===== config.mk =====
export PLATFORM = sky130hd
export DESIGN_NAME = ddr_cas_scheduler
export DESIGN_NICKNAME = d
export VERILOG_FILES = /design/src/rtl/ddr_cas_scheduler.sv
export SDC_FILE = /design/constraint.sdc
export NUM_CORES = 1
export LEC_CHECK = 0
export CORE_UTILIZATION = 66
export CTS_BUF_LIST = sky130_fd_sc_hd__clkbuf_8
export DETAILED_ROUTE_END_ITERATION = 10
export GPL_TIMING_DRIVEN = 1
export PLACE_DENSITY = 0.88
export REMOVE_ABC_BUFFERS = 1
export SYNTH_ARGS = -nofsm -noshare
export SYNTH_HDL_FRONTEND = slang
export SYNTH_SLANG_ARGS = --single-unit

===== constraint.sdc =====
create_clock -name clock_t -period 7 [get_ports clock_t]
set_input_delay 1.4 -clock clock_t [delete_from_list [all_inputs] [get_ports clock_t]]
set_output_delay 1.4 -clock clock_t [all_outputs]
set_load 0.05 [all_outputs]

===== src/rtl/ddr_cas_scheduler.sv =====
// DDR4 CAS scheduler: spaces READ/WRITE CAS commands, counts CAS latency
// and tracks outstanding data bursts until the burst block reports done.
module ddr_cas_scheduler #(
  parameter int TCCD            = 4,
  parameter int TWTR            = 4,
  parameter int MAX_OUTSTANDING = 4,
  parameter int DLY_W           = 6
) (
  input  logic             clock_t,
  input  logic             reset,
  input  logic             req_valid,
  input  logic [1:0]       req_rw,
  output logic             req_ready,
  input  logic [DLY_W-1:0] rd_delay,
  input  logic [DLY_W-1:0] wr_delay,
  input  logic [3:0]       burst_len,
  output logic             cas_cmd,
  output logic [1:0]       cas_rw,
  output logic             data_start,
  output logic [1:0]       data_rw,
  input  logic             data_done,
  output logic [2:0]       outstanding,
  output logic             err_sticky
);

  localparam logic [1:0] RW_RD = 2'b01;
  localparam logic [1:0] RW_WR = 2'b10;
  localparam int         MAXO  = MAX_OUTSTANDING;
  localparam logic [2:0] MAX_O = 3'(MAX_OUTSTANDING);
  localparam int         CW    = 8;
  localparam logic [CW-1:0] GAP_LD  = CW'(TCCD - 1);
  localparam logic [CW-1:0] TWTR_LD = CW'(TWTR);

  logic [DLY_W-1:0] q_cnt   [MAXO];
  logic [DLY_W-1:0] q_cnt_n [MAXO];
  logic [1:0]       q_rw    [MAXO];
  logic [1:0]       q_rw_n  [MAXO];
  logic [2:0]       q_num;
  logic [2:0]       q_num_n;

  logic [1:0]       d_rw    [MAXO];
  logic [1:0]       d_rw_n  [MAXO];
  logic [2:0]       out_n;

  logic [CW-1:0]    gap_cnt;
  logic [CW-1:0]    gap_n;
  logic [CW-1:0]    twtr_cnt;
  logic [CW-1:0]    twtr_n;

  logic             is_rd;
  logic             is_wr;
  logic             legal;
  logic [DLY_W-1:0] raw_dly;
  logic [DLY_W-1:0] eff_dly;
  logic [3:0]       half;
  logic [DLY_W-1:0] young;
  logic             order_ok;
  logic             accept;
  logic             done_ok;
  logic             head_pop;

  assign is_rd   = (req_rw == RW_RD);
  assign is_wr   = (req_rw == RW_WR);
  assign legal   = is_rd | is_wr;
  assign raw_dly = is_rd ? rd_delay : wr_delay;
  assign eff_dly = (raw_dly == '0) ? DLY_W'(1) : raw_dly;
  assign half    = burst_len >> 1;

  always_comb begin
    young = '0;
    for (int i = 0; i < MAXO; i++) begin
      if (3'(i + 1) == q_num) young = q_cnt[i];
    end
  end

  // New burst must land after the youngest one has left the data bus.
  assign order_ok = (q_num == 3'd0) ||
    ({1'b0, eff_dly} >= ({1'b0, young} + (DLY_W+1)'(half)));

  assign req_ready = !reset
    && (outstanding < MAX_O)
    && (gap_cnt == '0)
    && legal
    && (!is_rd || (twtr_cnt == '0))
    && order_ok;

  assign accept   = req_valid && req_ready;
  assign done_ok  = data_done && (outstanding != 3'd0);
  assign head_pop = (q_num != 3'd0) && (q_cnt[0] <= DLY_W'(1));

  always_comb begin
    q_cnt_n = q_cnt;
    q_rw_n  = q_rw;
    q_num_n = q_num;
    for (int i = 0; i < MAXO; i++) begin
      if ((3'(i) < q_num) && (q_cnt[i] != '0))
        q_cnt_n[i] = q_cnt[i] - DLY_W'(1);
    end
    if (head_pop) begin
      for (int i = 0; i < MAXO - 1; i++) begin
        q_cnt_n[i] = q_cnt_n[i+1];
        q_rw_n[i]  = q_rw_n[i+1];
      end
      q_cnt_n[MAXO-1] = '0;
      q_rw_n[MAXO-1]  = '0;
      q_num_n = q_num - 3'd1;
    end
    if (accept) begin
      for (int i = 0; i < MAXO; i++) begin
        if (3'(i) == q_num_n) begin
          q_cnt_n[i] = eff_dly;
          q_rw_n[i]  = req_rw;
        end
      end
      q_num_n = q_num_n + 3'd1;
    end
  end

  // Done-order FIFO: burst types in issue order, popped by data_done.
  always_comb begin
    d_rw_n = d_rw;
    out_n  = outstanding;
    if (done_ok) begin
      for (int i = 0; i < MAXO - 1; i++) begin
        d_rw_n[i] = d_rw_n[i+1];
      end
      d_rw_n[MAXO-1] = '0;
      out_n = outstanding - 3'd1;
    end
    if (accept) begin
      for (int i = 0; i < MAXO; i++) begin
        if (3'(i) == out_n) d_rw_n[i] = req_rw;
      end
      out_n = out_n + 3'd1;
    end
  end

  always_comb begin
    gap_n = gap_cnt;
    if (accept)
      gap_n = GAP_LD;
    else if (gap_cnt != '0)
      gap_n = gap_cnt - CW'(1);
  end

  always_comb begin
    twtr_n = twtr_cnt;
    if (done_ok && (d_rw[0] == RW_WR))
      twtr_n = TWTR_LD;
    else if (twtr_cnt != '0)
      twtr_n = twtr_cnt - CW'(1);
  end

  always_ff @(posedge clock_t or posedge reset) begin
    if (reset) begin
      for (int i = 0; i < MAXO; i++) begin
        q_cnt[i] <= '0;
        q_rw[i]  <= '0;
        d_rw[i]  <= '0;
      end
      q_num       <= '0;
      outstanding <= '0;
      gap_cnt     <= '0;
      twtr_cnt    <= '0;
      cas_cmd     <= 1'b0;
      cas_rw      <= 2'b00;
      data_start  <= 1'b0;
      data_rw     <= 2'b00;
      err_sticky  <= 1'b0;
    end else begin
      q_cnt       <= q_cnt_n;
      q_rw        <= q_rw_n;
      q_num       <= q_num_n;
      d_rw        <= d_rw_n;
      outstanding <= out_n;
      gap_cnt     <= gap_n;
      twtr_cnt    <= twtr_n;
      cas_cmd     <= accept;
      cas_rw      <= accept ? req_rw : 2'b00;
      data_start  <= head_pop;
      data_rw     <= head_pop ? q_rw[0] : 2'b00;
      if (data_done && (outstanding == 3'd0))
        err_sticky <= 1'b1;
    end
  end

endmodule

Word level (Yosys, flattened, before mapping)
Index checks and enable logic that the tools add are counted.
{"block": "totals", "ff_bits": 69, "inputBits": 22}
{"block": "op_classes", "n_lt_le_gt_ge": 7, "eq_ne": 13, "reduce_logical": 35, "addsub": 11, "bitwise_logic": 1, "muxes": 38}
{"cell": "two-way mux 6 bit", "n": 14}
{"cell": "two-way mux 8 bit", "n": 8}
{"cell": "two-way mux 24 bit", "n": 2}
{"cell": "nonzero test 6 bit", "n": 4}
{"cell": "subtractor 6 x 1 -> 6 bit (second input constant)", "n": 4}
{"cell": "two-way mux 2 bit", "n": 10}
{"cell": "== test 2 x 3 -> 1 bit (first input constant)", "n": 6}
{"cell": "zero test 8 bit", "n": 2}
{"cell": "nonzero test 8 bit", "n": 2}
{"cell": "subtractor 8 x 1 -> 8 bit (second input constant)", "n": 2}
{"cell": "logical AND 1 bit", "n": 14}
{"cell": "zero test 3 bit", "n": 4}
{"cell": "two-way mux 3 bit", "n": 4}
{"cell": "== test 1 x 3 -> 1 bit (first input constant)", "n": 3}
{"cell": "adder 6 x 3 -> 7 bit", "n": 1}
{"cell": "greater-or-equal comparator 6 x 7 -> 1 bit", "n": 1}
{"cell": "adder 3 x 1 -> 3 bit (second input constant)", "n": 2}
{"cell": "<= comparator 6 x 1 -> 1 bit (second input constant)", "n": 1}
{"cell": "zero test 6 bit", "n": 1}
{"cell": "less-than comparator 1 x 3 -> 1 bit (first input constant)", "n": 2}
{"cell": "less-than comparator 2 x 3 -> 1 bit (first input constant)", "n": 2}
{"cell": "nonzero test 3 bit", "n": 2}
{"cell": "subtractor 3 x 1 -> 3 bit (second input constant)", "n": 2}
{"cell": "== test 2 bit (second input constant)", "n": 2}
{"cell": "7 further kinds", "n": 10}

Depth between registers and ports, before layout
{"block": "logic_depth", "word_depth": 11, "ltp_mapped": 22, "mapped_depth_nobuf": 19}

Worst setup path after synthesis
OpenSTA, ideal clock, no wires.
{"block": "synth_path", "path_kind": "in2out", "startpoint": "in req_rw[1]", "endpoint": "out req_ready", "n_path_buf": 1, "cell_stages": 11, "t_required_ps": 5600, "setup_slack_ps": 1007, "t_arrival_ps": 4593, "path_cell_list": "clkinv_1 > ha_1 > clkbuf_1 > mux2i_1 > nand3_1 > o31a_1 > ha_1 > nor2b_1 > o21ai_0 > a21oi_2 > nor3_1"}
{"block": "synth_between", "elab_chain_len": 7}
{"element": "from (decl)", "line_no": "12", "text": "input logic [1:0] req_rw,"}
{"element": "== test 2 x 1 -> 1 bit", "line_no": "62", "text": "assign is_rd = (req_rw == RW_RD);"}
{"element": "two-way mux 6 bit", "line_no": "65", "text": "assign raw_dly = is_rd ? rd_delay : wr_delay;"}
{"element": "zero test 6 bit", "line_no": "66", "text": "assign eff_dly = (raw_dly == '0) ? DLY_W'(1) : raw_dly;"}
{"element": "two-way mux 6 bit", "line_no": "66"}
{"element": "greater-or-equal comparator 6 x 7 -> 1 bit", "line_no": "78", "text": "({1'b0, eff_dly} >= ({1'b0, young} + (DLY_W+1)'(half)));"}
{"element": "logical OR 1 bit", "line_no": "77", "text": "assign order_ok = (q_num == 3'd0) ||"}
{"element": "logical AND 1 bit *", "line_no": "85", "text": "&& order_ok;"}
{"element": "to (decl)", "line_no": "13", "text": "output logic req_ready,"}
Every way passes the cells marked *; elsewhere a longest branch is shown, timed or not.

Worst setup path in the final report
{"block": "layout_path", "startpoint": "in req_rw[0]", "endpoint": "out req_ready"}
The elaborated chain is that of the path after synthesis.

==> flow_summary.yaml <==
synth:
  async_reset_ff_frac: 1.000
  synthDistinctLibCells: 56
  synth-seq-cells: 69
  synth.yosys.seq_area_share: 0.3606
  synth.cell_area_um2: 4788
  netlist_instances: 498
  synth_ff_type: "dfrtp_1"
  syn_area_per_cell_um2: 9.615
  synth_edf_count: 0
  yosysWarnings: 0
sta:
  worst_clock_skew_ns: 0.01249
  timing.hold.ws_ns: 0.4688
  period_needed_ns: 6.581
  period_share: 0.9402
  hold_viol_final: 0
  rsz0062_at_grt: "false"
  max_freq_ghz: 0.1519
  setup_viol: 0
  tns_ns: 0
  worst_slew_pin_slew_ns: 1.046
  slew-limit-headroom: 0.3012
  slew_violations: 0
critical_path:
  cp_slowest_cell: "clkdlybuf4s50_1"
  startpoint_type: "input pin"
  cp-endpoint: "req_ready"
  arrival_ns: 5.18
  rr_worst_depth: 20
  crit_path_cell_trace: "clkdlybuf4s50_1, ha_1, mux2i_1, inv_1, o31a_1, ha_1, nor2b_1, o21ai_0, a21oi_2, nor3_1, clkdlybuf4s50_1"
  worstSetupPathType: "in2out"
  reg2reg_to: "q_num[1]"
  startpoint: "req_rw[0]"
  cp_max_fo: 8
  cp_data_required_time_ns: 5.60
  slowest_delay_ns: 0.84
  end_kind: "primary output"
  crit-reg2reg-launch: "q_num[0]"
  r2r_slack_ns: 1.84
pwr:
  powerDensity_nw_per_um2: 435.0
  p_leak_uw: 0.002457
  peakVddDrop_mv: 0.2710
route:
  wl_met3_um: 667
  routed_wl_um: 11180
  postRouteAntennaNets: 0
  via_per_inst: 6.251
  drt-initial-drc-count: 328
  drcViolationCount: 0
  via_count: 3957
  topRoutingLayerUsed: "met4"
  first_pass_iters: 6
  wl_met2_um: 5456
  wl_met1_um: 4780
  routedWlPerCell_um: 17.66
die:
  core_area_um2: 6907
  row_count: 30
  initial_core_util: 0.6933
  fp.dieW_um: 87.18
  ioPinCount: 33
  die_height_um: 87.18
  fp.dieArea_um2: 7599
clock_tree:
  cts_resized: 0
  h-tree-depth: 3
  cts.sinks: 69
  cts_tree: "built"
  ctsLongestPathBuffers: 2
  clock-root-buffer: "clkbuf_8"
  cts_hold_buf: 0
  path_clk_slew_ns: 0.07
  clock_latency_ns: 0.35
  numCtsBuffers: 9
  post_cts_buffers: 0
placement:
  dpl_cell_area_um2: 5207
  gp_congestion: 0.9079
  dp_hpwl_um: 8058
  port_buffers: 31
finish:
  num-nets-final: 591
  multiInputGateArea_um2: 2860
  final_cell_area_um2: 5436
  syn_to_final_growth_pct: 13.54
  regArea_um2: 1727
  n_fill_cell: 457
  drive_gt1_frac: 0.09683
  n_antenna_cell: 0
global_routing:
  first_global_vias: 3857
  grt_pass1_wl_um: 18220
  grt_overflow_total: 0
  grt_usage: 0.3138
  grt_start_max_net_pins: 40
  antenna_found_initial: 0
run:
  max_cap_viol_count: 0
run_status:
  status: "finished, final reports clean"
min_path:
  holdCritPathClass: "reg2reg"
==> cell type report <==
class | count | area share
multi-input cells | 378 | 0.5261
flip-flops and latches | 69 | 0.3176
repair buffers | 38 | 0.06674
inverters | 36 | 0.02532
clock buffers | 9 | 0.02278
well taps | 96 | 0.02209
clock inverters | 7 | 0.01933
==> stage by stage <==
stage / total power [uW] / setup slack (ns) / utilization / std cells
global route: 2532 / 0.2852 / 0.7871 / 633
finish: 2365 / 0.4187 / 0.7871 / 633
detailed placement: 1946 / 0.4848 / 0.7540 / 617
global placement: 1870 / 0.5558 / 0.7540 / 617
floorplan: 1624 / 1.121 / - / 483
CTS: 2344 / 0.4859 / 0.7871 / 633
==> layout by cell type (no fill, tap or decap), types with 3 or more instances in the layout <==
master	instances
inv_6	3
nand2_1	47
inv_1	32
nor3_1	20
and3_1	3
o211ai_1	5
mux2i_1	64
nor2_1	32
xnor2_1	18
nand3_1	13
buf_4	7
clkdlybuf4s50_1	31
or4b_2	3
nor2b_1	5
nor4_4	3
ha_1	36
dfrtp_1	69
o21ai_0	28
xor2_1	6
nand4_1	6
o31a_1	5
a21oi_1	21
and2_1	4
mux2_2	10
or3_1	7
nor4_1	6
clkbuf_8	9
nand2b_1	4
==> critical path: cells and delay by family <==
kind	cells	cell delay, ns
and+or+nand+nor	2	0.26
adders and majority gates	2	0.85
AOI/OAI and AO/OA	3	0.75
buffers and inverters	3	1.55
muxes	1	0.37
==> registers in the layout, summed over array words and instances (netlist names) <==
| signal | cells |
|---|---|
| q_rw | 8 |
| cas_cmd | 1 |
| err_sticky | 1 |
| gap_cnt | 8 |
| data_start | 1 |
| q_cnt | 24 |
| data_rw | 2 |
| cas_rw | 2 |
| q_num | 3 |
| twtr_cnt | 8 |
| outstanding | 3 |
| d_rw | 8 |
==> worst min-delay path by stage <==
stage                     slack, ns  cells after the start        from         end
after floorplan                0.44                      1  gap_cnt[3]  gap_cnt[3]
after global placement         0.45                      1  err_sticky  err_sticky
after detailed placement       0.46                      1  gap_cnt[3]  gap_cnt[3]
after CTS                      0.47                      1  gap_cnt[3]  gap_cnt[3]
after global routing           0.48                      1  gap_cnt[3]  gap_cnt[3]
final                          0.47                      1  gap_cnt[3]  gap_cnt[3]
==> power breakdown <==
group | switching [uW] | internal (uW) | leakage [uW] | total, uW
sequential | 204 | 553 | 0.000836 | 757
combinational | 707 | 523 | 0.00151 | 1230
clock | 171 | 207 | 0.000113 | 378
==> cells by family (layout without fill, tap and decap cells) <==
family,after synthesis,in the layout,synth area share
and+or+nand+nor,163,163,0.1840
AOI/OAI and AO/OA,77,77,0.1035
DFF,69,69,0.3606
muxes,76,76,0.1620
xor gates and xnor gates,25,25,0.04965
adders and majority gates,37,37,0.09825
buffers and inverters,51,90,0.04207
==> per-layer routing <==
layer / vias to the layer above / track usage
li1: 1834 / -
met1: 1931 / 0.4038
met2: 161 / 0.5240
met3: 31 / 0.06540
met4: 0 / 0.1162
met5: - / 0
==> cell usage after synthesis, drive strengths merged (2+ instances only) <==
library cell / instances / share of area
a2bb2oi: 2 / 0.0037
mux2i: 64 / 0.13
and3: 3 / 0.0039
nor3: 20 / 0.021
dfrtp: 69 / 0.36
a21o: 2 / 0.0031
a21oi: 22 / 0.024
mux2: 12 / 0.028
clkinv: 2 / 0.0016
clkbuf: 11 / 0.0086
nand3: 14 / 0.016
and2: 4 / 0.0052
o21ai: 28 / 0.029
nand2: 49 / 0.042
nor2: 32 / 0.025
or3: 7 / 0.0091
nor4b: 2 / 0.0050
nand2b: 4 / 0.0052
o31a: 5 / 0.0091
inv: 34 / 0.027
xor2: 6 / 0.011
o211ai: 6 / 0.012
a221oi: 2 / 0.0037
buf: 4 / 0.0047
xnor2: 19 / 0.039
or4b: 3 / 0.0063
nor4: 9 / 0.021
nand4: 7 / 0.012
nor2b: 5 / 0.0065
ha: 36 / 0.094
Note: power is estimated with default switching activity, not from simulation.
